[src/rtl/fetch_queue.sv]
// fetch_queue: instruction fetch PC generator feeding a DEPTH-entry {pc, inst} queue toward ID.
module fetch_queue #(
  parameter int ADDR_W = 32,
  parameter int DATA_W = 32,
  parameter int DEPTH = 4,
  parameter logic [ADDR_W-1:0] RESET_PC = '0
) (
  input  logic                         clk,
  input  logic                         rst_n,
  output logic                         inst_ren,
  output logic [ADDR_W-1:0]            inst_addr,
  input  logic                         inst_ack,
  input  logic [DATA_W-1:0]            inst_data,
  input  logic                         redirect_en,
  input  logic [ADDR_W-1:0]            redirect_pc,
  input  logic                         id_en,
  output logic                         out_valid,
  output logic [DATA_W-1:0]            out_inst,
  output logic [ADDR_W-1:0]            out_pc,
  output logic [ADDR_W-1:0]            out_pc_next,
  output logic [$clog2(DEPTH+1)-1:0]   count
);
  localparam int PW = $clog2(DEPTH);
  localparam int CW = $clog2(DEPTH+1);
  localparam logic [CW-1:0] FULL = CW'(DEPTH);
  logic [ADDR_W-1:0] pc;
  logic [PW-1:0]     wp, rp;
  logic [ADDR_W-1:0] q_pc [DEPTH];
  logic [DATA_W-1:0] q_inst [DEPTH];
  logic              pop, push;
  assign out_valid   = count != '0;
  assign pop         = out_valid & id_en & ~redirect_en;
  assign inst_ren    = rst_n & ~redirect_en & ((count < FULL) | pop);
  assign push        = inst_ren & inst_ack;
  assign inst_addr   = pc;
  assign out_inst    = out_valid ? q_inst[rp] : '0;
  assign out_pc      = out_valid ? q_pc[rp] : '0;
  assign out_pc_next = out_valid ? q_pc[rp] + ADDR_W'(4) : '0;
  // storage is qualified by count, so it carries no reset
  always_ff @(posedge clk) begin
    if (push) begin
      q_pc[wp]   <= pc;
      q_inst[wp] <= inst_data;
    end
  end
  always_ff @(posedge clk or negedge rst_n) begin
    if (!rst_n) begin
      pc    <= RESET_PC;
      wp    <= '0;
      rp    <= '0;
      count <= '0;
    end else if (redirect_en) begin
      pc    <= {redirect_pc[ADDR_W-1:2], 2'b00};
      wp    <= '0;
      rp    <= '0;
      count <= '0;
    end else begin
      if (push) begin
        pc <= pc + ADDR_W'(4);
        wp <= wp + 1'b1;
      end
      if (pop) rp <= rp + 1'b1;
      count <= count + CW'(push) - CW'(pop);
    end
  end
endmodule

[config.mk]
export PLATFORM = sky130hd
export DESIGN_NAME = fetch_queue
export DESIGN_NICKNAME = d
export VERILOG_FILES = /design/src/rtl/fetch_queue.sv
export SDC_FILE = /design/constraint.sdc
export NUM_CORES = 1
export LEC_CHECK = 0
export ABC_AREA = 1
export BUFFER_PORTS_ARGS = -buffer_cell sky130_fd_sc_hd__buf_4
export CORE_MARGIN = 5
export CORE_UTILIZATION = 30
export CTS_CLUSTER_DIAMETER = 30
export DETAILED_ROUTE_END_ITERATION = 8
export GPL_ROUTABILITY_DRIVEN = 1
export GPL_TIMING_DRIVEN = 0
export SLEW_MARGIN = 20
export SYNTH_ARGS = -nofsm -noshare
export SYNTH_HDL_FRONTEND = slang
export SYNTH_SLANG_ARGS = --single-unit
[constraint.sdc]
create_clock -name clk -period 5.3 [get_ports clk]
set_input_delay 0.53 -clock clk [delete_from_list [all_inputs] [get_ports clk]]
set_output_delay 0.53 -clock clk [all_outputs]
set_load 0.01 [all_outputs]
Word level (Yosys, flattened, before mapping)
Memories as Yosys holds them, arrays and structs flattened.
Cells that the tools add are included.
{ "word_totals": {"input_bits": 69, "mem_bits_rw": 256, "reg_bits": 39, "out_inout_bits": 133, "mem_count": 2, "wordCells": 35} }
{ "classes": {"reduce_logical": 3, "mux": 12, "n_addsub": 6, "bitwise_logic": 7, "order_cmp": 1} }
{ "mem_list": {"columns": ["memory", "depth", "word_bits", "read_ports", "rd_ports_with_merged_regs", "wr", "line", "rtl"], "rows": [
  ["q_inst", 4, 32, 1, 0, 1, "29", "logic [DATA_W-1:0] q_inst [DEPTH];"],
  ["q_pc", 4, 32, 1, 0, 1, "28", "logic [ADDR_W-1:0] q_pc [DEPTH];"]
]} }
{ "ops": {"columns": ["cell", "n"], "rows": [
  ["$mux 32", 5],
  ["$add 32x3->32 const B", 2],
  ["$mux 2", 4],
  ["$and 1x1->1", 5],
  ["$add 2x1->2 const B", 2],
  ["$reduce_bool 2->1", 2],
  ["$add 3x1->3", 1],
  ["$lt 3x3->1 const B", 1],
  ["$mux 3", 1],
  ["$reduce_bool 3->1", 1],
  ["$sub 3x1->3", 1],
  ["$mux 1", 2],
  ["$not 1->1", 1],
  ["$or 1x1->1", 1]
]} }

Logic depth before layout (Yosys ltp)
Gate-level depths: netlist of the first run.
{ "logic_depth": {"word_depth": 9, "mapped_depth": 17, "depth_no_buf": 15} }

Worst setup path after synthesis of the first run
Ideal clock, no wire load.
{ "synth_timing": {"path_type": "input to register", "startpoint": "in redirect_en", "endpoint": "mem q_inst[0][0], enable pin", "setup_ns": 0.482, "path_slack_ns": 0.660, "required_time_ns": 4.818, "cell_stages": 8, "n_path_buf": 3, "arrival_time_ns": 4.157, "cell_sequence": "buf_2 inv_1 nand2_1 a21oi_1 nand2_1 buf_2 buf_1 nor2_1"} }
{ "synth_between": {"elab_chain_len": 7, "elab_cells_between_ends": 8, "cone_classes": "mux (2); bitwise (6)"} }
{ "synth_rtl": {"columns": ["item", "line", "rtl"], "rows": [
  ["start, declared", "14", "input logic redirect_en,"],
  ["$not 1->1 *", "32, 33", null],
  ["$and 1x1->1", "32", "assign pop = out_valid & id_en & ~redirect_en;"],
  ["$or 1x1->1", "33", "assign inst_ren = rst_n & ~redirect_en & ((count < FULL) | pop);"],
  ["$and 1x1->1 *", "33", null],
  ["net inst_ren", "10", "output logic inst_ren,"],
  ["$and 1x1->1 *", "34", "assign push = inst_ren & inst_ack;"],
  ["$mux 1 *", "41", "if (push) begin"],
  ["$mux 1 (implied by the code) *", "43", "q_inst[wp] <= inst_data;"],
  ["end, declared", "29", null]
]} }
The timed path passes the listed nets; every way through them passes the cells marked *.

Final worst setup path of the first run
{ "layout_timing": {"startpoint": "reg count[1]", "endpoint": "out out_inst[21]"} }
{ "layout_between": {"elab_chain_len": 2} }
{ "layout_rtl": {"columns": ["item", "line", "rtl"], "rows": [
  ["start, declared", "21", "output logic [$clog2(DEPTH+1)-1:0] count"],
  ["start signal, assigned", "63", "count <= count + CW'(push) - CW'(pop);"],
  ["$reduce_bool 3->1", "31", "assign out_valid = count != '0;"],
  ["$mux 32", "36", "assign out_inst = out_valid ? q_inst[rp] : '0;"],
  ["end, declared", "18", "output logic [DATA_W-1:0] out_inst,"]
]} }
Every way passes these cells.

==> results of run 1 <==
[area by class of cell]
type	instances	area, µm²
inverter	74	283
tap	600	751
multi-input combinational	1055	4700
fill	4451	27000
antenna	2	5.00
timing repair buffer	205	1750
buffer	73	400
clock buffer	64	1500
sequential	285	8370
clock inverter	44	509
[logic make-up after synthesis]
group | synth area share (%)
and+or+nand+nor | 25.4
DFF | 61.1
AOI/OAI and AO/OA | 6.19
buffers and inverters | 4.98
xor gates and xnor gates | 1.47
adders and majority gates | 0.877
other | 0.0274
[cell usage in the layout, fill, tap and decap left out, types with 3 or more instances in the layout]
master	n
a21oi_1	49
buf_1	10
buf_12	3
buf_16	8
buf_2	23
buf_4	206
buf_6	6
bufinv_16	9
clkbuf_1	25
clkbuf_16	59
clkinv_1	9
clkinv_2	8
clkinvlp_4	10
conb_1	6
dfrtp_1	37
edfxtp_1	248
ha_1	8
inv_1	70
inv_6	6
nand2_1	457
nand2_2	9
nand3_1	88
nand4_1	6
nor2_1	260
nor2_2	13
nor2_4	8
nor3_1	13
o211ai_1	13
o21ai_0	85
o21bai_1	5
xor2_1	21
[final timing paths]
path                                 endpoint  slack, ns  depth (start not counted)           from
worst min-delay path            q_inst[0][20]       0.16                          1  inst_data[20]
worst max register to register       count[2]       2.22                         13       count[1]
worst min register to register    q_pc[3][31]       0.62                          0  inst_addr[31]
min in group asynchronous        inst_addr[7]       0.52                          2          rst_n
worst max-delay path             out_inst[21]       1.25                          7       count[1]
max in group asynchronous       inst_addr[10]       4.41                          2          rst_n
[where the power goes]
group          switching, mW  internal, mW  total (mW)
sequential             0.107          2.55        2.66
clock                   1.17          2.47        3.64
combinational           1.80          1.00        2.80
[Yosys cell counts, types with 4 or more instances]
master	number	area, µm²
nand2_1	457	1720
nor2_1	264	991
edfxtp_1	248	7450
nand3_1	88	440
o21ai_0	85	425
inv_1	70	263
a21oi_1	49	245
dfrtp_1	37	926
buf_2	23	115
xor2_1	21	184
clkbuf_1	20	75.1
buf_4	14	105
nor2_2	13	81.3
nor3_1	13	65.1
o211ai_1	13	97.6
buf_1	10	37.5
nand2_2	9	56.3
ha_1	8	100
buf_6	6	67.6
nand4_1	6	37.5
o21bai_1	5	37.5
nor2_4	4	45.0
[metal layers]
layer / vias to the layer above / share of wire (%) / GRT usage, %
met5: - / 0.12 / 0
met4: 10 / 2.3 / 4.94
met3: 70 / 9.9 / 5.10
met2: 471 / 47 / 27.6
met1: 5194 / 41 / 21.1
li1: 5483 / - / -
[registers in the layout (all words and copies together) (netlist names)]
register and cells:
q_inst 128, q_pc 120, inst_addr 30, count 3, rp 2, wp 2
[worst max-delay path, stage by stage, from the launching register on]
cell	delay, ns
dfrtp_1	0.42
nor2_1	0.12
inv_1	0.07
nor2_1	0.83
clkbuf_1	0.68
clkbuf_1	0.53
a21oi_1	0.14
buf_4	0.18
[per-stage QoR]
stage	cell area (µm²)	setup TNS (ns)	hold slack (ns)	power, mW	util, %
after global placement	15900	-518.56	0.537	5.48	35.1
after floorplan	13700	0	0.234	4.19	-
final	18300	0	0.160	9.10	40.3
after detailed placement	16200	0	0.541	5.51	35.9
after CTS	18300	0	0.146	9.17	40.3
after global routing	18300	0	0.153	9.57	40.3
==> impl_metrics.json, run 1 <==
{
  "antenna_found_initial": 8,
  "die_y_um": 224,
  "cts_buffers": 58,
  "p_per_area_nw_per_um2": 498,
  "timing.final.crit_share_pct": 76.5,
  "vias": 11200,
  "die_area_um2": 50100,
  "port_buffers": 192,
  "insertion_delay_ns": 0.56,
  "fmax_mhz": 247,
  "hpwl_um": 31700,
  "ys_async_sr_fraction_pct": 13.0,
  "synth_seq_cells": 285,
  "grt_first_pass_wirelength_um": 64600,
  "routabilityCongestion": 0.877,
  "grt_max_degree": 39,
  "setup_viol": 0,
  "hold_path.class": "in -> reg",
  "avgSynthCellArea_um2": 9.25,
  "core_area_um2": 45300,
  "finalHoldViolations": 0,
  "worst_slack_ns": 1.25,
  "drc": 0,
  "path_max_fanout": 10,
  "max-vdd-ir-drop_uv": 336,
  "wl_per_cell_um": 18.0,
  "cts_tree": "done",
  "worstSetupStartpointType": "register",
  "fp-row-count": 78,
  "drtAntennaViolNets": 0,
  "slew_headroom_pct": 25.5,
  "synth_top_flop_cell": "edfxtp_1",
  "clockRootBuffer": "clkbuf_16",
  "groute.usage.overall_pct": 16.6,
  "synthCells": 1482,
  "vias_per_cell": 4.67,
  "nets": 1830,
  "rsz0062_at_grt": "no",
  "first_pass_iters": 5,
  "post-route-min-period_ns": 4.05,
  "status": "finished, final reports clean",
  "cts-htree-levels": 2,
  "cts_resized": 0,
  "crit_type": "reg -> out",
  "crit_required_ns": 4.77,
  "max_cap_violations": 0,
  "synth_cell_types": 37,
  "p_leak_nw": 7.51,
  "netlist_area_um2": 13700,
  "skew_ns": 0.0184,
  "start_util_pct": 30.3,
  "ys_warn_count": 0,
  "synth-edff-count": 248,
  "overflow": 0,
  "dp_slack_ns": 1.77,
  "worst_pin_slew_ns": 1.11,
  "endpoint_kind": "output port",
  "grt_pass1_vias": 10900,
  "arrival_ns": 3.52,
  "cts_setup_buffers": 0,
  "path_clk_slew_ns": 0.05,
  "ctsHoldBuffers": 1,
  "cts_buffer_depth": 3,
  "drt-initial-drc-count": 906,
  "die_w_um": 224,
  "area_growth_pct": 33.2,
  "routed_wl_um": 43400,
  "cts.sinks": 285,
  "instances_no_fill": 2402,
  "ios": 202,
  "yosysSeqAreaShare_pct": 61.1,
  "drive_gt1_share_pct": 20.9,
  "placedCellCount": 2291,
  "drv_slew": 0
}
Power figures use the tool's default switching activity.
==> inputs of run 2 (changes only) <==
--- a/config.mk
+++ b/config.mk
@@ -5,7 +5,7 @@
 export SDC_FILE = /design/constraint.sdc
 export NUM_CORES = 1
 export LEC_CHECK = 0
-export ABC_AREA = 1
+export ABC_AREA = 0
 export BUFFER_PORTS_ARGS = -buffer_cell sky130_fd_sc_hd__buf_4
 export CORE_MARGIN = 5
 export CORE_UTILIZATION = 30
==> constraint.sdc (replaced) <==
create_clock -name clk -period 3.7 [get_ports clk]
set_input_delay 0.37 -clock clk [delete_from_list [all_inputs] [get_ports clk]]
set_output_delay 0.37 -clock clk [all_outputs]
set_load 0.01 [all_outputs]
==> run 2 against run 1 <==
Compared with the run above: sequential share of layout area rose by 4.0 points; die area shrank 8.4%; final area down 7.9%; critical path type unchanged; highest routed layer unchanged.
==> impl_metrics.json, run 2 <==
{
  "status": "finished, final reports clean",
  "post-synth-top-count-cell": "edfxtp_1",
  "crit_type": "reg -> out",
  "first_pass_iters": 5,
  "skew_ns": 0.0301,
  "routabilityCongestion": 0.855,
  "worst_slack_ns": 0.107,
  "cts_buffer_depth": 3,
  "hpwl_um": 23400,
  "synth-edff-count": 248,
  "core_area_um2": 41000,
  "slew_headroom_pct": 33.4,
  "max_cap_violations": 0,
  "cts_buffers": 49,
  "arrival_ns": 3.22,
  "layout_common_cells": "248 x edfxtp_1, 200 x buf_4, 64 x and2_1",
  "max-vdd-ir-drop_uv": 327,
  "path_clk_slew_ns": 0.04,
  "p_total_mw": 11.7,
  "vias_per_cell": 4.86,
  "grt_first_pass_wirelength_um": 52000,
  "p_leak_nw": 6.04,
  "drive_gt1_share_pct": 34.7,
  "synth_top_area_share_pct": 59.6,
  "drv_slew": 0,
  "ys_async_sr_fraction_pct": 13.0,
  "worstSetupStartpointType": "register",
  "ys_warn_count": 0,
  "p_per_area_nw_per_um2": 694,
  "vias": 7936,
  "cts_tree": "done",
  "clockRootBuffer": "clkbuf_16",
  "synth_common_cells": "248 x edfxtp_1, 68 x and2_1, 46 x nand2_1",
  "crit_required_ns": 3.33,
  "synth_top_flop_cell": "edfxtp_1",
  "hold_path.class": "in -> reg",
  "grt_max_degree": 43,
  "routed_wl_um": 34200,
  "port_buffers": 192,
  "ios": 202,
  "synthCells": 774,
  "die_w_um": 214,
  "antenna_found_initial": 5,
  "cts-htree-levels": 2,
  "dp_slack_ns": -0.212,
  "fp-row-count": 74,
  "finalHoldViolations": 0,
  "area_growth_pct": 34.5,
  "post-route-min-period_ns": 3.59,
  "overflow": 0,
  "start_util_pct": 30.5,
  "fillCellCount": 3760,
  "seqCellArea_um2": 8370,
  "groute.usage.overall_pct": 14.6,
  "drt-initial-drc-count": 490,
  "final_core_util_pct": 41.0,
  "timing.final.crit_share_pct": 97.1,
  "wl_per_cell_um": 20.9,
  "final_common_cell": "edfxtp_1",
  "synth_cell_types": 61,
  "cts.sinks": 285,
  "endpoint_kind": "output port",
  "drc": 0,
  "setup_viol": 0,
  "die_y_um": 214,
  "nets": 1136,
  "avgSynthCellArea_um2": 16.1,
  "largest_reg_flops": 128,
  "rsz0062_at_grt": "yes",
  "path_max_fanout": 10,
  "yosysSeqAreaShare_pct": 67.0,
  "insertion_delay_ns": 0.56,
  "yosysTopAreaCell": "edfxtp_1",
  "netlist_area_um2": 12500,
  "top_register": "q_inst",
  "grt_pass1_vias": 8327,
  "drtAntennaViolNets": 0,
  "multi_input_area_um2": 3850,
  "fmax_mhz": 278,
  "die_area_um2": 45800,
  "ys_top_cells_by_area": "edfxtp_1 60%, mux4_2 7.8%, dfrtp_1 7.4%, mux4_1 3.8%, and2_1 3.4%",
  "worst_pin_slew_ns": 0.990,
  "synth_seq_cells": 285
}
[run 2: cell families (layout without fill, tap and decap cells)]
| family | count (synthesis) | after routing | share of synthesized area [%] |
|---|---|---|---|
| xor gates and xnor gates | 14 | 14 | 0.981 |
| DFF | 285 | 285 | 67.0 |
| adders and majority gates | 9 | 9 | 0.961 |
| buffers and inverters | 60 | 379 | 2.67 |
| muxes | 73 | 73 | 12.7 |
| and+or+nand+nor | 248 | 248 | 11.0 |
| other | 1 | 10 | 0.0300 |
| AOI/OAI and AO/OA | 84 | 84 | 4.60 |
[run 2: where the power goes]
group | switching, mW | leakage, nW | internal, mW | total (mW)
Clock | 1.56 | 0.812 | 3.01 | 4.56
Sequential | 0.144 | 2.71 | 3.64 | 3.78
Combinational | 1.74 | 2.52 | 1.58 | 3.32
[run 2: worst paths after layout]
| path | startpoint | end | slack (ns) | depth (start not counted) |
|---|---|---|---|---|
| max | rp[0] | out_pc_next[31] | 0.11 | 8 |
| min | inst_data[30] | q_inst[2][30] | 0.04 | 1 |
| max reg2reg | count[1] | count[2] | 0.47 | 12 |
| min reg2reg | inst_addr[31] | q_pc[0][31] | 0.55 | 0 |
| max in group asynchronous | rst_n | count[2] | 2.97 | 2 |
| min in group asynchronous | rst_n | inst_addr[11] | 0.33 | 2 |
[run 2: what timing repair did]
item / 4_1_cts / 5_1_grt
hold buffers: 32 / 0
gates resized for setup: 13 / 12
setup endpoints to repair: 57 / 27
endpoints found under the hold margin: 159 / 0
pin swaps: 1 / 3
setup buffers: 0 / 2
[run 2: layout make-up]
class / count / area share [%]
flip-flops and latches: 285 / 49.8
multi-input cells: 434 / 22.9
repair buffers: 230 / 11.1
clock buffers: 55 / 7.43
well taps: 532 / 3.96
clock inverters: 36 / 2.74
plain buffers: 43 / 1.66
inverters: 15 / 0.335
diodes: 4 / 0.0596
[run 2: metal layers]
metal | global-route usage [%] | vias up | share of wire [%] | wire [µm]
li1 | - | 3646 | - | -
met1 | 19.0 | 4004 | 43 | 14600
met2 | 24.2 | 237 | 49 | 16800
met3 | 3.66 | 47 | 6.0 | 2060
met4 | 4.44 | 2 | 2.1 | 704
met5 | 0 | - | 0.020 | 7
[run 2: critical path, stage by stage, from the launching register on]
cell and delay [ns]:
dfrtp_1 0.36, buf_6 0.17, buf_12 0.16, mux4_2 0.41
nand4_1 0.17, or4_4 0.59, or4_4 0.53, a21oi_2 0.15
buf_4 0.13
[run 2: per-stage QoR]
step	cells	area (µm²)	TNS [ns]	hold slack [ns]
finish	1634	16800	0	0.0444
global route	1632	16800	-0.0115	0.0367
CTS	1628	16800	0	0.0231
detailed placement	1507	14700	-0.313	0.382
global placement	1503	14600	-389.73	0.382
floorplan	779	12500	0	0.0744
